File: src/rtl/udp_tx_pkt_arbiter.sv
// udp_tx_pkt_arbiter
// Merges two AXI-Stream packet sources (s0 = XDMA H2C, s1 = perf-monitor
// generator) onto one UDP TX stream. Arbitration is packet-atomic round-robin
// with a programmable idle gap after each packet for rate pacing.
//
// state | meaning
// ------+------------------------------------------------------------
// IDLE  | no owner; pick a requester (round-robin on a tie) if enabled
// BUSY  | owner's stream is muxed straight through until its tlast beat
// GAP   | pacing gap; nothing flows for gap_cycles cycles
module udp_tx_pkt_arbiter #(
    parameter int TDATA_WIDTH = 512,
    parameter int TKEEP_WIDTH = 64,
    parameter int TUSER_WIDTH = 1,
    parameter int CNT_WIDTH   = 32
) (
    input  logic                   CLK,
    input  logic                   RST_N,
    input  logic                   enable,
    input  logic [CNT_WIDTH-1:0]   gap_cycles,

    input  logic                   s0_axis_tvalid,
    output logic                   s0_axis_tready,
    input  logic                   s0_axis_tlast,
    input  logic [TDATA_WIDTH-1:0] s0_axis_tdata,
    input  logic [TKEEP_WIDTH-1:0] s0_axis_tkeep,
    input  logic [TUSER_WIDTH-1:0] s0_axis_tuser,

    input  logic                   s1_axis_tvalid,
    output logic                   s1_axis_tready,
    input  logic                   s1_axis_tlast,
    input  logic [TDATA_WIDTH-1:0] s1_axis_tdata,
    input  logic [TKEEP_WIDTH-1:0] s1_axis_tkeep,
    input  logic [TUSER_WIDTH-1:0] s1_axis_tuser,

    output logic                   m_axis_tvalid,
    input  logic                   m_axis_tready,
    output logic                   m_axis_tlast,
    output logic [TDATA_WIDTH-1:0] m_axis_tdata,
    output logic [TKEEP_WIDTH-1:0] m_axis_tkeep,
    output logic [TUSER_WIDTH-1:0] m_axis_tuser,

    output logic [1:0]             grant_out,
    output logic [CNT_WIDTH-1:0]   pkt_count0,
    output logic [CNT_WIDTH-1:0]   pkt_count1
);

    typedef enum logic [1:0] {
        ST_IDLE = 2'd0,
        ST_BUSY = 2'd1,
        ST_GAP  = 2'd2
    } state_t;

    state_t               state, state_nxt;
    logic [1:0]           grant, grant_nxt;
    logic                 last_grant, last_grant_nxt;
    logic [CNT_WIDTH-1:0] gap_cnt, gap_cnt_nxt;
    logic                 owner;
    logic                 xfer_last;

    // grant is one-hot while BUSY, so bit 1 alone identifies the owner
    assign owner     = grant[1];
    assign grant_out = grant;
    assign xfer_last = (state == ST_BUSY) && m_axis_tvalid && m_axis_tready && m_axis_tlast;

    // State register; last_grant resets to 1 so s0 wins the first tie
    always_ff @(posedge CLK) begin
        if (!RST_N) begin
            state      <= ST_IDLE;
            grant      <= 2'b00;
            last_grant <= 1'b1;
            gap_cnt    <= '0;
        end else begin
            state      <= state_nxt;
            grant      <= grant_nxt;
            last_grant <= last_grant_nxt;
            gap_cnt    <= gap_cnt_nxt;
        end
    end

    // Next-state: registered arbitration in IDLE, release on tlast, gap count-down
    always_comb begin
        state_nxt      = state;
        grant_nxt      = grant;
        last_grant_nxt = last_grant;
        gap_cnt_nxt    = gap_cnt;
        case (state)
            ST_IDLE: begin
                if (enable && (s0_axis_tvalid || s1_axis_tvalid)) begin
                    state_nxt = ST_BUSY;
                    if (s0_axis_tvalid && s1_axis_tvalid) begin
                        grant_nxt = last_grant ? 2'b01 : 2'b10;
                    end else begin
                        grant_nxt = s0_axis_tvalid ? 2'b01 : 2'b10;
                    end
                end
            end
            ST_BUSY: begin
                if (xfer_last) begin
                    last_grant_nxt = owner;
                    grant_nxt      = 2'b00;
                    if (gap_cycles == '0) begin
                        state_nxt = ST_IDLE;
                    end else begin
                        gap_cnt_nxt = gap_cycles;
                        state_nxt   = ST_GAP;
                    end
                end
            end
            ST_GAP: begin
                if (gap_cnt <= CNT_WIDTH'(1)) begin
                    gap_cnt_nxt = '0;
                    state_nxt   = ST_IDLE;
                end else begin
                    gap_cnt_nxt = gap_cnt - CNT_WIDTH'(1);
                end
            end
            default: begin
                state_nxt = ST_IDLE;
                grant_nxt = 2'b00;
            end
        endcase
    end

    // Zero-latency datapath mux; everything is driven to 0 outside BUSY
    always_comb begin
        m_axis_tvalid  = 1'b0;
        m_axis_tlast   = 1'b0;
        m_axis_tdata   = '0;
        m_axis_tkeep   = '0;
        m_axis_tuser   = '0;
        s0_axis_tready = 1'b0;
        s1_axis_tready = 1'b0;
        if (state == ST_BUSY) begin
            if (grant[0]) begin
                m_axis_tvalid  = s0_axis_tvalid;
                m_axis_tlast   = s0_axis_tlast;
                m_axis_tdata   = s0_axis_tdata;
                m_axis_tkeep   = s0_axis_tkeep;
                m_axis_tuser   = s0_axis_tuser;
                s0_axis_tready = m_axis_tready;
            end else if (grant[1]) begin
                m_axis_tvalid  = s1_axis_tvalid;
                m_axis_tlast   = s1_axis_tlast;
                m_axis_tdata   = s1_axis_tdata;
                m_axis_tkeep   = s1_axis_tkeep;
                m_axis_tuser   = s1_axis_tuser;
                s1_axis_tready = m_axis_tready;
            end
        end
    end

    // Per-source packet counters, bumped on each accepted tlast beat; wrap freely
    always_ff @(posedge CLK) begin
        if (!RST_N) begin
            pkt_count0 <= '0;
            pkt_count1 <= '0;
        end else if (xfer_last) begin
            if (owner) begin
                pkt_count1 <= pkt_count1 + CNT_WIDTH'(1);
            end else begin
                pkt_count0 <= pkt_count0 + CNT_WIDTH'(1);
            end
        end
    end

endmodule

File: config.mk
export PLATFORM = sky130hd
export DESIGN_NAME = udp_tx_pkt_arbiter
export DESIGN_NICKNAME = d
export VERILOG_FILES = /design/src/rtl/udp_tx_pkt_arbiter.sv
export SDC_FILE = /design/constraint.sdc
export NUM_CORES = 1
export LEC_CHECK = 0
export ABC_AREA = 1
export BUFFER_PORTS_ARGS = -buffer_cell sky130_fd_sc_hd__buf_2
export CAP_MARGIN = 10
export CORE_AREA = 3 3 722 724
export DETAILED_ROUTE_END_ITERATION = 7
export DIE_AREA = 0 0 725 727
export GPL_ROUTABILITY_DRIVEN = 0
export PLACE_DENSITY = 0.3
export SLEW_MARGIN = 20
export SYNTH_ARGS = -nofsm -noshare
export SYNTH_HDL_FRONTEND = slang
export SYNTH_SLANG_ARGS = --single-unit
File: constraint.sdc
create_clock -name CLK -period 2.2 [get_ports CLK]
set_clock_uncertainty 0.2 [all_clocks]
set_input_delay 0.44 -clock CLK [delete_from_list [all_inputs] [get_ports CLK]]
set_output_delay 0.44 -clock CLK [all_outputs]
set_load 0.03 [all_outputs]
# Word-level counts from Yosys, hierarchy flattened
# Cells that the tools add are included.
word_totals:
  latchBits: 0
  memories: 0
  ram_bits: 0
  mem_bits_ro: 0
  inputBits: 1194
  regBits: 101
  output_inout_bits: 647
  wordCells: 68
op_classes:
  div_mod_pow: 0
  mul: 0
  n_shift: 0
  eq_ne: 6
  reduce_logical: 15
  bitwise_logic: 2
  add_sub_neg: 3
  n_lt_le_gt_ge: 1
  n_mux: 35
ops:
  columns: ["operator", "count"]
  rows:
  - ["512-bit 2-to-1 mux", 3]
  - ["64-bit 2-to-1 mux", 3]
  - ["32-bit 2-to-1 mux", 3]
  - ["32-bit by 1-bit adder with 32-bit output (second input constant)", 2]
  - ["32-bit one-hot mux with 2 select lines", 1]
  - ["32-bit by 1-bit less-or-equal comparator with 1-bit output (second input constant)", 1]
  - ["32-bit zero test", 1]
  - ["32-bit by 1-bit subtractor with 32-bit output (second input constant)", 1]
  - ["2-bit 2-to-1 mux", 9]
  - ["1-bit 2-to-1 mux", 14]
  - ["2-bit one-hot mux with 3 select lines", 2]
  - ["3-bit AND reduction", 3]
  - ["2-bit != test (second input constant)", 4]
  - ["2-bit AND reduction", 3]
  - ["1-bit logical AND", 5]
  - ["2-bit by 1-bit == test with 1-bit output (second input constant)", 1]
  - ["2-bit == test (second input constant)", 1]
  - ["2-bit zero test", 1]
  - ["1-bit NOT", 2]
  - ["2-bit nonzero test", 1]
  - ["1-bit logical OR", 1]

# Depth between registers and ports, before layout
logic_depth:
  word_depth: 8
  ltp_mapped: 12
  mapped_depth_nobuf: 12

# Worst setup path before layout
# No wires, ideal clock.
synth_timing:
  path_type: "flip-flop to output port"
  startpoint: "register grant[0] (netlist: grant_out[0])"
  endpoint: "output port m_axis_tdata[0]"
  n_path_buf: 4
  t_required_ns: 1.560
  arrival_time_ns: 2.006
  path_stages_with_launch: 7
  setup_slack_ns: -0.446
  path_cell_list: "dfxtp_1 -> buf_2 -> buf_2 -> clkbuf_1 -> clkbuf_1 -> nand2_1 -> a21oi_1"
synth_between:
  elab_chain_len: 2
synth_rtl:
  columns: ["element", "line", "rtl"]
  rows:
  - ["start, declared", "55", "logic [1:0] grant, grant_nxt;"]
  - ["start signal, assigned", "75", "grant <= grant_nxt;"]
  - ["512-bit 2-to-1 mux", "135", "if (grant[0]) begin"]
  - ["512-bit 2-to-1 mux", "134", "if (state == ST_BUSY) begin"]
  - ["end, declared", "39", "output logic [TDATA_WIDTH-1:0] m_axis_tdata,"]
# Every way passes these cells.

# Worst setup path in the final report
layout_timing:
  startpoint: "register grant[0] (netlist: grant_out[0])"
  endpoint: "output port m_axis_tdata[301]"
# The elaborated chain is that of the path after synthesis.

==> flow_summary_export.csv <==
group,metric,value,unit
setup_path,crit_family,"buffers and inverters",
cells_and_area,layout_common_cells,"1421 x buf_2, 1314 x nand2_1, 532 x a21oi_4",
cells_and_area,design_area,51200,µm²
setup_path,reg2reg_to,"pkt_count0[4]",
detailed_routing,dr.pass1.iters,8,
logic_synthesis,synth_top_area_share,0.399,
cells_and_area,fin_nets,6403,
grt,first_global_vias,32300,
clock_tree,clk-insertion-delay-late,400,ps
sta,maxSlewHeadroom,0.640,
placement,port_buffers,1840,
floorplan,die_y,727,µm
setup_path,r2r_start,"grant_out[0]",
placement,place_hpwl,426000,µm
detailed_routing,drt_iter0_drc,3118,
hold_path,holdPathEnd,"gap_cnt[28]",
hold_path,min_path_cells,5,
sta,finalHoldViolCount,0,
detailed_routing,routed_wl,465000,µm
logic_synthesis,synth_compound_area_frac,0.244,
logic_synthesis,synth_xor_xnor_area_share,0.0156,
logic_synthesis,ys_warn_count,0,
sta,tightest_slew,540,ps
detailed_routing,drc_errors,0,
placement,placed_area,44300,µm²
detailed_routing,vias,34800,
cells_and_area,area_delta_synth_final,251,%
clock_tree,cts_buffers,9,
status,status,"finished with violations",
grt,antenna_found_initial,578,
setup_path,slowest_stage,"dfxtp_4",
setup_path,r2r_slack,-110,ps
sta,max_freq,353,MHz
setup_path,crit_required,1560,ps
logic_synthesis,synth_fa_ha_area_frac,0.00343,
setup_path,r2r_cells,11,
pwr,power_density,221,nW/µm²
grt,grt_max_degree,41,
grt,global_route.usage.met2,0.280,
logic_synthesis,synth_top_family_by_area,"simple AND/OR/NAND/NOR gates",
cells_and_area,final_cells,12500,
floorplan,rows,264,
logic_synthesis,synth_top_cell_by_area,"nand2_1",
setup_path,crit_cells,10,
floorplan,io_pins,1841,
sta,period_needed,2830,ps
clock_tree,clk_path_buf_depth,2,
sta,maxSlewViolCount,0,
status,violations,"setup timing",
grt,gr-usage-all-layers,0.168,
setup_path,critPathLaunchType,"flop",
setup_path,worst-path-buf-inv,7,
floorplan,coreArea,516000,µm²
sta,setup_slack,-633,ps
logic_synthesis,syn_avg_cell_area,4.72,µm²
logic_synthesis,synth_nets,4289,
detailed_routing,detail-route-antenna-nets,0,
placement,dp_cells,12000,
logic_synthesis,syn_area,14600,µm²
setup_path,path_max_fanout,7,
grt,met1_usage,0.191,
grt,gr-total-overflow,0,
pwr,p_leak,17.5,nW
clock_tree,clock_sinks,101,
sta,setup_viol,641,
hold_path,min-delay-start,"gap_cycles[28]",
setup_path,path_class,"reg -> out",
setup_path,crit_chain,"inv_4 -> nand2_8 -> inv_16 -> buf_16 -> buf_16 -> buf_12 -> buf_12 -> nand2_4 -> a21oi_4 -> buf_12",
grt,grt.busiest_layer,"met2",
logic_synthesis,seq_area_frac_synth,0.138,
detailed_routing,wl_per_cell,37.1,µm
logic_synthesis,synthCells,3091,
clock_tree,hold_buffers,0,
clock_tree,path_clk_slew,90,ps
logic_synthesis,synth_area_leaders,"nand2_1 40%, a21oi_1 22%, dfxtp_1 14%",
sta,period_share,1.29,
pwr,irDropWorstVdd,0.427,mV
detailed_routing,vias_per_cell,2.77,
setup_path,worst_ep_arrival_time,2190,ps
grt,grtUsageMet3,0.0719,
setup_path,crit_top_cell,"buf_12",
logic_synthesis,synth_mux_area_frac,0,
logic_synthesis,yosys.cell_types.count,35,
clock_tree,htree_levels,3,
sta,rsz0062_at_grt,"yes",
hold_path,holdCritPathClass,"in -> reg",
placement,pre_cts_ws,-822,ps
logic_synthesis,ys_ff_latch,101,
cells_and_area,layout-drive-gt1-share,0.609,
grt,grt_pass1_wl,536000,µm
setup_path,slowest_delay,380,ps
floorplan,start_util,0.0283,
floorplan,die_area,527000,µm²
sta,setup_tns,-284660,ps
run,maxCapViolations,0,
clock_tree,cts_tree,"done",
setup_path,end_kind,"primary output",
floorplan,die_w,725,µm
logic_synthesis,synthSimpleGateAreaFrac,0.512,
cells_and_area,layout_commonest_cell,"buf_2",
clock_tree,clockRootBuffer,"clkbuf_16",
[logic make-up after synthesis]
family,after synthesis
flops,101
fa+ha+maj,4
compound gates,706
simple gates,1930
buf+inv,324
xor+xnor,26
[flip-flops by register name, summed over array words and instances, names as in the netlist]
name	flops
gap_cnt	32
grant_out	2
last_grant	1
pkt_count0	32
pkt_count1	32
state	2
[worst max-delay path by stage]
stage	start	end	slack, ps
floorplan	grant_out[0]	m_axis_tdata[247]	-200
global placement	grant_out[0]	m_axis_tdata[105]	-850
detailed placement	grant_out[0]	m_axis_tdata[105]	-820
CTS	grant_out[0]	m_axis_tdata[119]	-680
global route	grant_out[0]	m_axis_tdata[307]	-680
finish	grant_out[0]	m_axis_tdata[301]	-630
[synth_stat cells]
cell type,instances
o211ai_1,2
nor3_2,2
a21o_1,1
buf_2,11
xor2_1,20
o21bai_1,7
o21a_1,1
nor2_2,1
buf_1,20
clkinv_1,1
and2_1,2
xnor2_1,6
nor2_1,255
nor2_4,1
nand2_1,1552
dfxtp_1,101
nand4_1,12
inv_2,2
o21ai_1,2
o21ai_0,53
ha_1,4
a31oi_1,1
a21oi_1,637
o21ai_2,2
nor3_1,34
inv_1,97
nor3b_1,5
buf_6,3
nand2_2,2
clkbuf_1,189
nand3_2,1
clkbuf_2,1
or2_2,1
nand3b_1,9
nand3_1,53
[through the flow]
| stage | utilization | hold WS [ps] | power (W) |
|---|---|---|---|
| finish | 0.0993 | 173 | 0.0113 |
| global placement | 0.0859 | 293 | 0.00823 |
| floorplan | - | 270 | 0.00443 |
| detailed placement | 0.0859 | 296 | 0.00820 |
| global route | 0.0986 | 195 | 0.0118 |
| CTS | 0.0934 | 142 | 0.0111 |
[tightest hold or removal path, cell delays in order]
cell and delay (ps):
buf_2 90, nand2_1 50, nand2_1 50, nor2_1 40
nor2_1 70
[power by group]
group          total (W)  leakage [nW]  internal (W)  switching (W)
clock network    0.00191         0.158      0.000996       0.000917
registers        0.00184         0.816       0.00183     0.00000755
logic            0.00758          16.5       0.00292        0.00465
total             0.0113          17.5       0.00575        0.00558
[per-layer routing]
metal	vias to the layer above	wire, µm
met5	-	1880
met4	156	21300
met3	1064	46100
met2	2705	215000
met1	16200	181000
li1	14600	-
[timing repair]
item,4_1_cts,5_1_grt
setup endpoints to repair,652,678
setup buffers,71,30
gates cloned,33,21
pin swaps,54,78
resized for setup,502,518
[area by class of cell]
cell class / instances / area (µm²)
well taps: 6916 / 8650
clock inverters: 6 / 87.6
diodes: 413 / 1030
multi-input cells: 2666 / 18600
inverters: 100 / 397
flip-flops and latches: 101 / 2030
repair buffers: 2327 / 20200
clock buffers: 9 / 225
fillers: 60600 / 465000
No activity file was read; power rests on OpenSTA's default activity.
